$ cat src/rtl/mc6820_pia.sv
// MC6820 peripheral interface adapter: two 8-bit ports with direction, output and
// control registers, Cx1/Cx2 edge flags, Cx2 handshake/pulse outputs and active-low IRQs.
module mc6820_pia (
  input  logic       enable,
  input  logic       reset_n,
  input  logic [7:0] DI,
  output logic [7:0] DO,
  input  logic [7:0] PAI,
  output logic [7:0] PAO,
  input  logic [7:0] PBI,
  output logic [7:0] PBO,
  input  logic       CA1,
  input  logic       CB1,
  input  logic       CA2I,
  output logic       CA2O,
  input  logic       CB2I,
  output logic       CB2O,
  input  logic [2:0] CS,
  input  logic [1:0] RS,
  input  logic       rw,
  output logic       irqA,
  output logic       irqB
);

  localparam int unsigned DW = 8;
  localparam logic [2:0] CS_SEL = 3'b011;

  logic [DW-1:0] ddra, ora, cra;
  logic [DW-1:0] ddrb, orb, crb;
  logic ca1_s1, ca1_s2, ca2_s1, ca2_s2;
  logic cb1_s1, cb1_s2, cb2_s1, cb2_s2;
  logic ca2_hs, cb2_hs;
  logic ca2_hs_nxt, cb2_hs_nxt;

  logic sel, rd, wr;
  logic porta_acc, portb_acc;
  logic clr_a, clr_b, trig_a, trig_b;
  logic ca1_act, ca2_act, cb1_act, cb2_act;
  logic [DW-1:0] portb_val;

  assign sel       = (CS == CS_SEL);
  assign rd        = sel & rw;
  assign wr        = sel & ~rw;
  assign porta_acc = (RS == 2'b00) & cra[2];
  assign portb_acc = (RS == 2'b10) & crb[2];
  assign clr_a     = rd & porta_acc;
  assign clr_b     = rd & portb_acc;
  assign trig_a    = clr_a;
  assign trig_b    = wr & portb_acc;

  // Sampled-edge detection: s1 is the current sample, s2 the previous one
  assign ca1_act = cra[1] ? (ca1_s1 & ~ca1_s2) : (~ca1_s1 & ca1_s2);
  assign ca2_act = cra[4] ? (ca2_s1 & ~ca2_s2) : (~ca2_s1 & ca2_s2);
  assign cb1_act = crb[1] ? (cb1_s1 & ~cb1_s2) : (~cb1_s1 & cb1_s2);
  assign cb2_act = crb[4] ? (cb2_s1 & ~cb2_s2) : (~cb2_s1 & cb2_s2);

  assign portb_val = (orb & ddrb) | (PBI & ~ddrb);

  assign PAO  = ora & ddra;
  assign PBO  = orb & ddrb;
  assign CA2O = ~cra[5] | (cra[4] ? cra[3] : ca2_hs);
  assign CB2O = ~crb[5] | (crb[4] ? crb[3] : cb2_hs);
  assign irqA = ~((cra[7] & cra[0]) | (cra[6] & cra[3] & ~cra[5]));
  assign irqB = ~((crb[7] & crb[0]) | (crb[6] & crb[3] & ~crb[5]));

  // Handshake/pulse state; a Cx1 edge beats a same-cycle trigger in handshake mode
  always_comb begin
    ca2_hs_nxt = 1'b1;
    cb2_hs_nxt = 1'b1;
    if (cra[5] & ~cra[4]) begin
      if (cra[3])       ca2_hs_nxt = ~trig_a;
      else if (ca1_act) ca2_hs_nxt = 1'b1;
      else if (trig_a)  ca2_hs_nxt = 1'b0;
      else              ca2_hs_nxt = ca2_hs;
    end
    if (crb[5] & ~crb[4]) begin
      if (crb[3])       cb2_hs_nxt = ~trig_b;
      else if (cb1_act) cb2_hs_nxt = 1'b1;
      else if (trig_b)  cb2_hs_nxt = 1'b0;
      else              cb2_hs_nxt = cb2_hs;
    end
  end

  always_comb begin
    DO = '0;
    if (rd) begin
      case (RS)
        2'b00:   DO = cra[2] ? PAI : ddra;
        2'b01:   DO = cra;
        2'b10:   DO = crb[2] ? portb_val : ddrb;
        default: DO = crb;
      endcase
    end
  end

  always_ff @(posedge enable) begin
    if (reset_n) begin
      ddra   <= '0;
      ora    <= '0;
      cra    <= '0;
      ddrb   <= '0;
      orb    <= '0;
      crb    <= '0;
      ca2_hs <= 1'b1;
      cb2_hs <= 1'b1;
      ca1_s1 <= CA1;
      ca1_s2 <= CA1;
      ca2_s1 <= CA2I;
      ca2_s2 <= CA2I;
      cb1_s1 <= CB1;
      cb1_s2 <= CB1;
      cb2_s1 <= CB2I;
      cb2_s2 <= CB2I;
    end else begin
      ca1_s1 <= CA1;
      ca1_s2 <= ca1_s1;
      ca2_s1 <= CA2I;
      ca2_s2 <= ca2_s1;
      cb1_s1 <= CB1;
      cb1_s2 <= cb1_s1;
      cb2_s1 <= CB2I;
      cb2_s2 <= cb2_s1;
      ca2_hs <= ca2_hs_nxt;
      cb2_hs <= cb2_hs_nxt;
      if (wr) begin
        case (RS)
          2'b00:   if (cra[2]) ora <= DI; else ddra <= DI;
          2'b01:   cra[5:0] <= DI[5:0];
          2'b10:   if (crb[2]) orb <= DI; else ddrb <= DI;
          default: crb[5:0] <= DI[5:0];
        endcase
      end
      // Flags: set wins over a same-cycle clearing read
      cra[7] <= ca1_act | (cra[7] & ~clr_a);
      cra[6] <= (ca2_act & ~cra[5]) | (cra[6] & ~clr_a);
      crb[7] <= cb1_act | (crb[7] & ~clr_b);
      crb[6] <= (cb2_act & ~crb[5]) | (crb[6] & ~clr_b);
    end
  end

endmodule

$ cat config.mk
export PLATFORM = sky130hd
export DESIGN_NAME = mc6820_pia
export DESIGN_NICKNAME = d
export VERILOG_FILES = /design/src/rtl/mc6820_pia.sv
export SDC_FILE = /design/constraint.sdc
export NUM_CORES = 1
export LEC_CHECK = 0
export ABC_AREA = 1
export CAP_MARGIN = 20
export CORE_ASPECT_RATIO = 1.1
export CORE_UTILIZATION = 51
export CTS_CLUSTER_SIZE = 10
export DETAILED_ROUTE_END_ITERATION = 10
export HOLD_SLACK_MARGIN = 0.1
export PLACE_DENSITY = 0.8
export SYNTH_ARGS = -nofsm -noshare
export SYNTH_HDL_FRONTEND = slang
export SYNTH_SLANG_ARGS = --single-unit
$ cat constraint.sdc
create_clock -name enable -period 1.67 [get_ports enable]
set_clock_uncertainty 0.15 [all_clocks]
set_input_delay 0.334 -clock enable [delete_from_list [all_inputs] [get_ports enable]]
set_output_delay 0.334 -clock enable [all_outputs]
set_load 0.05 [all_outputs]
# Word level (Yosys, flattened, before mapping)

Cells that the tools add are included.

Word-level logic and storage cells: 118
Input bits: 36
Output and inout bits: 28
Register bits: 58

Mux-type cells: 20
Reductions and logical operators: 12
Equality and inequality tests: 3
Bitwise logic cells: 65

Operators by type and width:

| kind               | number |
|---|---|
| $and 1x1->1        | 29 |
| $and 8x8->8        | 3 |
| $mux 8             | 3 |
| $pmux 8 s3         | 1 |
| $not 1->1          | 23 |
| $mux 1             | 16 |
| $reduce_and 3->1   | 4 |
| $not 8->8          | 1 |
| $or 1x1->1         | 8 |
| $or 8x8->8         | 1 |
| $reduce_bool 3->1  | 2 |
| $reduce_and 2->1   | 2 |
| $reduce_or 2->1    | 2 |
| $eq 3x2->1 const B | 1 |
| $reduce_or 3->1    | 1 |
| $eq 2x1->1 const B | 1 |
| $eq 2x2->1 const B | 1 |
| $logic_not 2->1    | 1 |

# Depth between registers and ports, before layout

Gate-level depths: netlist of the first run.

Depth in word-level cells: 6
Depth in mapped cells: 8
Mapped depth without buffers: 7

# Least setup slack after synthesis of the first run

OpenSTA, ideal clock, no wires.

Kind: input port to output port
From: in RS[0]
To: out DO[6]
Stages on the path: 7
Required time: 1186 ps
Buffers on the path: 2
Arrival time: 1682 ps
Setup slack: -496 ps
Cells stage by stage: buf_2 nor2_4 buf_2 nand3_1 nand3_1 nor2_1 nor2_1

Word-level cells in the longest chain between the ends: 3
Elaborated cells between the ends (all ways): 5
Classes of those cells: 2 x eq/ne; 2 x mux; 1 x reduce/logical

Ends and longest elaborated chain:

| item                               | RTL line | RTL |
|---|---|---|
| start: declaration                 | 19       | `input logic [1:0] RS,` |
| $eq 2x2->1 (tied with other cells) | 87       | `case (RS)` |
| $pmux 8 s3 (*)                     | 87       |  |
| $mux 8 (*)                         | 86       | `if (rd) begin` |
| end: declaration                   | 7        | `output logic [7:0] DO,` |

Mark *: on every way between the ends. The rest lies on a longest branch, timed or not.

# Worst setup path in the final report of the first run

From: in PBI[4]
To: out DO[4]

Word-level cells in the longest chain between the ends: 5

Ends and longest elaborated chain:

| item               | RTL line | RTL |
|---|---|---|
| start: declaration | 10       | `input logic [7:0] PBI,` |
| $and 8x8->8        | 57       | `assign portb_val = (orb & ddrb) \| (PBI & ~ddrb);` |
| $or 8x8->8         | 57       |  |
| $mux 8             | 90       | `2'b10: DO = crb[2] ? portb_val : ddrb;` |
| $pmux 8 s3         | 87       |  |
| $mux 8             | 86       |  |

Every way passes these cells.

==> results of run 1 <==
## report_power, final
part	internal, W	switching, W	total, W
logic	0.000232	0.000287	0.000519
registers	0.00141	0.0000267	0.00143
clock network	0.000882	0.000626	0.00151
## worst reg2reg max path: stages, from the launching register on
cell	delay, ps
sky130_fd_sc_hd__dfxtp_4	360
sky130_fd_sc_hd__buf_8	140
sky130_fd_sc_hd__buf_4	160
sky130_fd_sc_hd__nor2_4	170
sky130_fd_sc_hd__inv_2	70
sky130_fd_sc_hd__nor2_4	260
sky130_fd_sc_hd__nor2_1	130
sky130_fd_sc_hd__nor2_1	120
## metal layers
layer	part of all wire	vias up	track usage
li1	-	1757	-
met1	0.33	1836	0.4309
met2	0.47	347	0.6857
met3	0.11	127	0.1189
met4	0.089	0	0.3333
met5	0	-	0
## registers in the layout (all words and copies together) (netlist names)
register / count
ca1_s1: 1
ca1_s2: 1
ca2_hs: 1
ca2_s1: 1
ca2_s2: 1
cb1_s1: 1
cb1_s2: 1
cb2_hs: 1
cb2_s1: 1
cb2_s2: 1
cra: 8
crb: 8
ddra: 8
ddrb: 8
ora: 8
orb: 8
## Yosys cell counts, drive strengths merged
master | instances | area share
nor2 | 113 | 0.15
nand2 | 110 | 0.14
nand3 | 69 | 0.12
inv | 68 | 0.084
dfxtp | 58 | 0.38
o21ai | 25 | 0.041
a21oi | 12 | 0.020
buf | 8 | 0.013
clkbuf | 8 | 0.0099
o211ai | 4 | 0.0099
o21bai | 4 | 0.0099
nor3 | 3 | 0.0087
a32oi | 2 | 0.0058
clkinv | 2 | 0.0025
nand4 | 2 | 0.0041
o22ai | 1 | 0.0021
## logic make-up after synthesis
kind of cell / after synthesis / share of synthesized area
and+or+nand+nor: 297 / 0.4166
AOI/OAI and AO/OA: 48 / 0.08903
buffers and inverters: 86 / 0.1101
DFF: 58 / 0.3843
## stage by stage
step	total power [W]	hold slack [ps]	setup TNS [ps]	util
floorplan	0.001642	211.7	-335.5	-
global placement	0.001827	308.8	-20790	0.7499
detailed placement	0.001836	320.7	-22340	0.7499
CTS	0.003363	294.3	-2294	0.8743
global route	0.003526	291.7	-3824	0.9059
finish	0.003459	285.7	-3088	0.9059
## worst paths after layout
path	startpoint	endpoint	slack (ps)	cells after the start
worst max-delay path	PBI[4]	DO[4]	-460	6
worst min-delay path	CA1	ca1_s1	290	1
worst max register to register	crb[2]	ddrb[1]	50	7
worst min register to register	ca2_s1	ca2_s2	330	2
## what timing repair did
action                     in CTS  in global routing
gates resized for setup       101                 50
cloned                          3                  0
pin swaps                      29                 31
setup endpoints to repair      42                 33
setup buffers                  21                  0
## layout make-up
class / instances / area [um^2] / area share
clock inverter: 6 / 90.09 / 0.01735
clock buffer: 10 / 137.6 / 0.02650
multi-input combinational: 345 / 1963 / 0.3780
sequential: 58 / 1185 / 0.2281
timing repair buffer: 117 / 1449 / 0.2790
inverter: 70 / 272.8 / 0.05252
tap: 77 / 96.34 / 0.01855
==> reports/summary.txt, run 1 <==
======================================================================================================
Stage delay of the slowest cell on the critical path ....................................       580 ps
Critical Path RT ........................................................................      1190 ps
Master cell of the clock root buffer .................................................... sky130_fd_sc_hd__clkbuf_8
Via count of the routed design ..........................................................        4,067
RSZ-0062 raised after global routing ....................................................         true
Die Y-Extent ............................................................................     82.73 um
WL/cell .................................................................................     19.94 um
Top cell by count, worst path ........................................................... sky130_fd_sc_hd__nor2_4
Count of port buffers added during placement ............................................           63
CP endpoint kind ........................................................................   output pin
TritonCTS clock tree ....................................................................        built
Floorplan Core Area ..................................................................... 0.005733 mm^2
Violations in the final reports ......................................................... setup timing
Number of antenna violations at the first check in global routing .......................            0
Share of the clock period used by the worst path ........................................        1.273
Post-route standard cell area excluding fillers ......................................... 0.005194 mm^2
Initial core utilization ................................................................       0.5271
Synthesized net count ...................................................................          525
Die Footprint ........................................................................... 0.006237 mm^2
Family with the most delay on the worst path ............................................ buffers and inverters
Worst setup path category ...............................................................    in -> out
Leakage power of the design .............................................................     2.264 nW
Seq/Total Area, Yosys ...................................................................       0.3843
PnR worst setup slack ...................................................................    -456.7 ps
Area Overhead vs Synth ..................................................................       71.88%
Number of max-capacitance violations reported ...........................................            0
Routed wire length ......................................................................    13,620 um
Vias per std cell .......................................................................        5.955
Count of antenna-violating nets left after detailed routing .............................            0
Tightest Pin Transition .................................................................     374.7 ps
VDD IR max ..............................................................................     737.3 uV
Pre-CTS setup slack .....................................................................    -609.7 ps
Vias in the first global route ..........................................................        3,698
Nets ....................................................................................          637
Post-synthesis sequential element count .................................................           58
Critical path data arrival time .........................................................      1640 ps
Filler cell count .......................................................................          249
Power per standard cell area ............................................................ 666.1 mW/mm^2
Mean post-synth cell area ...............................................................   6.179 um^2
Clock transition at the register clock pins on the worst setup and hold paths after CTS .        70 ps
Post-route non-filler standard cell count ...............................................          683
Pin count of the biggest net entering global routing ....................................           45
Insertion delay to the later sink of the worst-skew pair ................................       370 ps
Status .................................................................................. finished, violations left
Slowest-stage cell, CP .................................................................. sky130_fd_sc_hd__clkdlybuf4s50_1
Final weighted congestion in routability-driven placement ...............................       0.9520
CTS hold repair buffers .................................................................            0
Max Freq ................................................................................   0.4702 GHz
Worst path bufs/invs ....................................................................            2
Share of final-layout standard cells stronger than drive strength 1 .....................       0.3267
Count of unresolved DRC violations after routing ........................................            0
Post-synthesis instance area ............................................................ 0.003022 mm^2
Initial detailed-routing violation count ................................................          746
Shortest clock period the worst path allows after layout ................................      2127 ps
Wire length of the first global-routing pass ............................................    18,200 um
Number of standard cells after synthesis ................................................          489
Number of cells after detailed placement ................................................          644
Worst Hold Class ........................................................................    in -> reg
Area after DPL .......................................................................... 0.004299 mm^2
GRT Residual Overflow ...................................................................            0
CP Launch Type ..........................................................................   input port
Top library cells by usage in the layout, fill and taps aside ........................... 91 x sky130_fd_sc_hd__nand2_1, 91 x sky130_fd_sc_hd__nor2_1, 55 x sky130_fd_sc_hd__inv_1
Total number of clock tree sinks ........................................................           58
Max Buffers Root-to-Sink ................................................................            2
Floorplan die width .....................................................................     75.39 um
Slew Limit Fails ........................................................................            0
Unique masters post-synth ...............................................................           23
Number of H-tree branching levels .......................................................            3
Post-detailed-placement half-perimeter wirelength .......................................      6889 um
Number of hold violations in the final report ...........................................            0
Worst-path cell chain ................................................................... clkdlybuf4s50_1 -> nand3_2 -> a21oi_4 -> nor2_4 -> nor2_4 -> buf_12
Count of antenna diodes in the layout ...................................................            0
Number of clock buffers inserted by TritonCTS ...........................................            9
Overall Global Routing Usage ............................................................       0.4129
Largest fanout on the critical path .....................................................            1
Setup violators final ...................................................................           15
Slew Limit Headroom .....................................................................       0.7485
Number of rows created at floorplan .....................................................           29
Number of I/O pins ......................................................................           64
Initial DRT Pass Iterations .............................................................            6
Synthesis warning total .................................................................            0
======================================================================================================
Power figures use the tool's default switching activity.
==> inputs of run 2 (changes only) <==
--- a/config.mk
+++ b/config.mk
@@ -8,11 +8,11 @@
 export ABC_AREA = 1
 export CAP_MARGIN = 20
 export CORE_ASPECT_RATIO = 1.1
-export CORE_UTILIZATION = 51
+export CORE_UTILIZATION = 46
 export CTS_CLUSTER_SIZE = 10
 export DETAILED_ROUTE_END_ITERATION = 10
 export HOLD_SLACK_MARGIN = 0.1
-export PLACE_DENSITY = 0.8
+export PLACE_DENSITY = 0.76
 export SYNTH_ARGS = -nofsm -noshare
 export SYNTH_HDL_FRONTEND = slang
 export SYNTH_SLANG_ARGS = --single-unit
==> constraint.sdc (replaced) <==
create_clock -name enable -period 1.7 [get_ports enable]
set_clock_uncertainty 0.15 [all_clocks]
set_input_delay 0.34 -clock enable [delete_from_list [all_inputs] [get_ports enable]]
set_output_delay 0.34 -clock enable [all_outputs]
set_load 0.05 [all_outputs]
==> reports/summary.txt, run 2 (same netlist as run 1, synthesis figures left out) <==
======================================================================================================
Count of unresolved DRC violations after routing ........................................            0
Top library cells by usage in the layout, fill and taps aside ........................... 96 x sky130_fd_sc_hd__nand2_1, 76 x sky130_fd_sc_hd__nor2_1, 57 x sky130_fd_sc_hd__nand3_1
Final core occ ..........................................................................       0.7980
Count of port buffers added during placement ............................................           63
Tightest Pin Transition .................................................................     470.1 ps
Number of max-capacitance violations reported ...........................................            0
Count of antenna-violating nets left after detailed routing .............................            0
Initial core utilization ................................................................       0.4820
Number of clock buffers inserted by TritonCTS ...........................................            9
Worst Hold Class ........................................................................    in -> reg
VDD IR max ..............................................................................     517.3 uV
Max Freq ................................................................................   0.4995 GHz
Via count of the routed design ..........................................................        3,713
Pre-CTS setup slack .....................................................................    -611.8 ps
TritonCTS clock tree ....................................................................        built
Share of final-layout standard cells stronger than drive strength 1 .....................       0.3372
Number of H-tree branching levels .......................................................            3
Fin Setup TNS ...........................................................................     -2197 ps
Routed wire length ......................................................................    10,500 um
Count of antenna diodes in the layout ...................................................            0
Clock transition at the register clock pins on the worst setup and hold paths after CTS .        70 ps
Slew Limit Headroom .....................................................................       0.6858
Shortest clock period the worst path allows after layout ................................      2002 ps
Post-detailed-placement half-perimeter wirelength .......................................      6625 um
Largest fanout on the critical path .....................................................            3
Worst setup path category ...............................................................   reg -> out
Power per standard cell area ............................................................ 588.4 mW/mm^2
Initial detailed-routing violation count ................................................          344
Floorplan die width .....................................................................     79.28 um
Master cell of the clock root buffer .................................................... sky130_fd_sc_hd__clkbuf_8
Vias per std cell .......................................................................        5.444
Status .................................................................................. finished, violations left
Max Buffers Root-to-Sink ................................................................            2
Leakage power of the design .............................................................     2.195 nW
Pin count of the biggest net entering global routing ....................................           45
Critical Path RT ........................................................................      1210 ps
Number of hold violations in the final report ...........................................            0
Critical path data arrival time .........................................................      1510 ps
Die Y-Extent ............................................................................     87.01 um
Insertion delay to the later sink of the worst-skew pair ................................       340 ps
Setup violators final ...................................................................           12
Number of I/O pins ......................................................................           64
Violations in the final reports ......................................................... setup timing
Share of the clock period used by the worst path ........................................        1.178
Number of antenna violations at the first check in global routing .......................            0
Nets ....................................................................................          633
WL/cell .................................................................................     15.39 um
Wire length of the first global-routing pass ............................................    15,930 um
Setup slack, reg-to-reg .................................................................       150 ps
RSZ-0062 raised after global routing ....................................................         true
Final weighted congestion in routability-driven placement ...............................       0.8560
Total Power .............................................................................   0.002943 W
Overall Global Routing Usage ............................................................       0.3083
Commonest non-fill, non-tap cell in the layout .......................................... sky130_fd_sc_hd__nand2_1
Number of rows created at floorplan .....................................................           30
Initial DRT Pass Iterations .............................................................            5
Area Overhead vs Synth ..................................................................       65.55%
Vias in the first global route ..........................................................        3,445
GRT Residual Overflow ...................................................................            0
CP endpoint kind ........................................................................   output pin
Slew Limit Fails ........................................................................            0
PnR worst setup slack ...................................................................    -301.9 ps
CP Launch Type ..........................................................................    flip-flop
Total number of clock tree sinks ........................................................           58
Floorplan Core Area ..................................................................... 0.006269 mm^2
Die Footprint ........................................................................... 0.006897 mm^2
======================================================================================================
[run 2: area by class of cell]
class | count | area [um^2]
clock buffers | 13 | 148.9
flip-flops and latches | 58 | 1180
well taps | 80 | 100.1
inverters | 70 | 275.3
fillers | 399 | 1266
repair buffers | 113 | 1355
multi-input cells | 345 | 1928
clock inverters | 3 | 15.01
[run 2: path summary, 6_finish.rpt]
check,startpoint,endpoint,depth (start not counted)
setup / recovery,cra[0],DO[0],5
hold / removal,CB1,cb1_s1,1
setup reg to reg,crb[2],cb2_hs,7
hold reg to reg,ca2_s1,ca2_s2,2
[run 2: worst max-delay path: stages, from the launching register on]
cell                      delay, ps
sky130_fd_sc_hd__dfxtp_1        350
sky130_fd_sc_hd__o21ai_0        250
sky130_fd_sc_hd__nand3_2        170
sky130_fd_sc_hd__nor2_4         180
sky130_fd_sc_hd__nor2_4          60
sky130_fd_sc_hd__buf_12         150
[run 2: where the power goes]
group | switching [W] | leakage [nW] | internal [W]
Sequential | 0.0000273 | 0.477 | 0.00138
Combinational | 0.000237 | 1.63 | 0.000191
Clock | 0.000541 | 0.0872 | 0.000562
[run 2: routing by layer]
metal | vias up | global-route usage | part of all wire
met5 | - | 0 | 0
met2 | 224 | 0.5353 | 0.50
met1 | 1670 | 0.3428 | 0.36
met3 | 72 | 0.04503 | 0.071
li1 | 1747 | - | -
met4 | 0 | 0.2231 | 0.065
[run 2: stage by stage]
step	hold WS, ps	cell area, um^2	std cells
2_1_floorplan	217.7	3117	489
3_3_place_gp	307.3	4300	644
3_5_place_dp	317.9	4300	644
4_1_cts	301.9	4860	684
5_1_grt	319.2	5002	682
6_report	314.2	5002	682
[run 2: what timing repair did]
| action | CTS | global route |
|---|---|---|
| gates resized for setup | 91 | 63 |
| pin swaps | 23 | 20 |
| endpoints found under the setup margin | 12 | 41 |
| setup buffers | 24 | 1 |
| hold buffers | 0 | 0 |
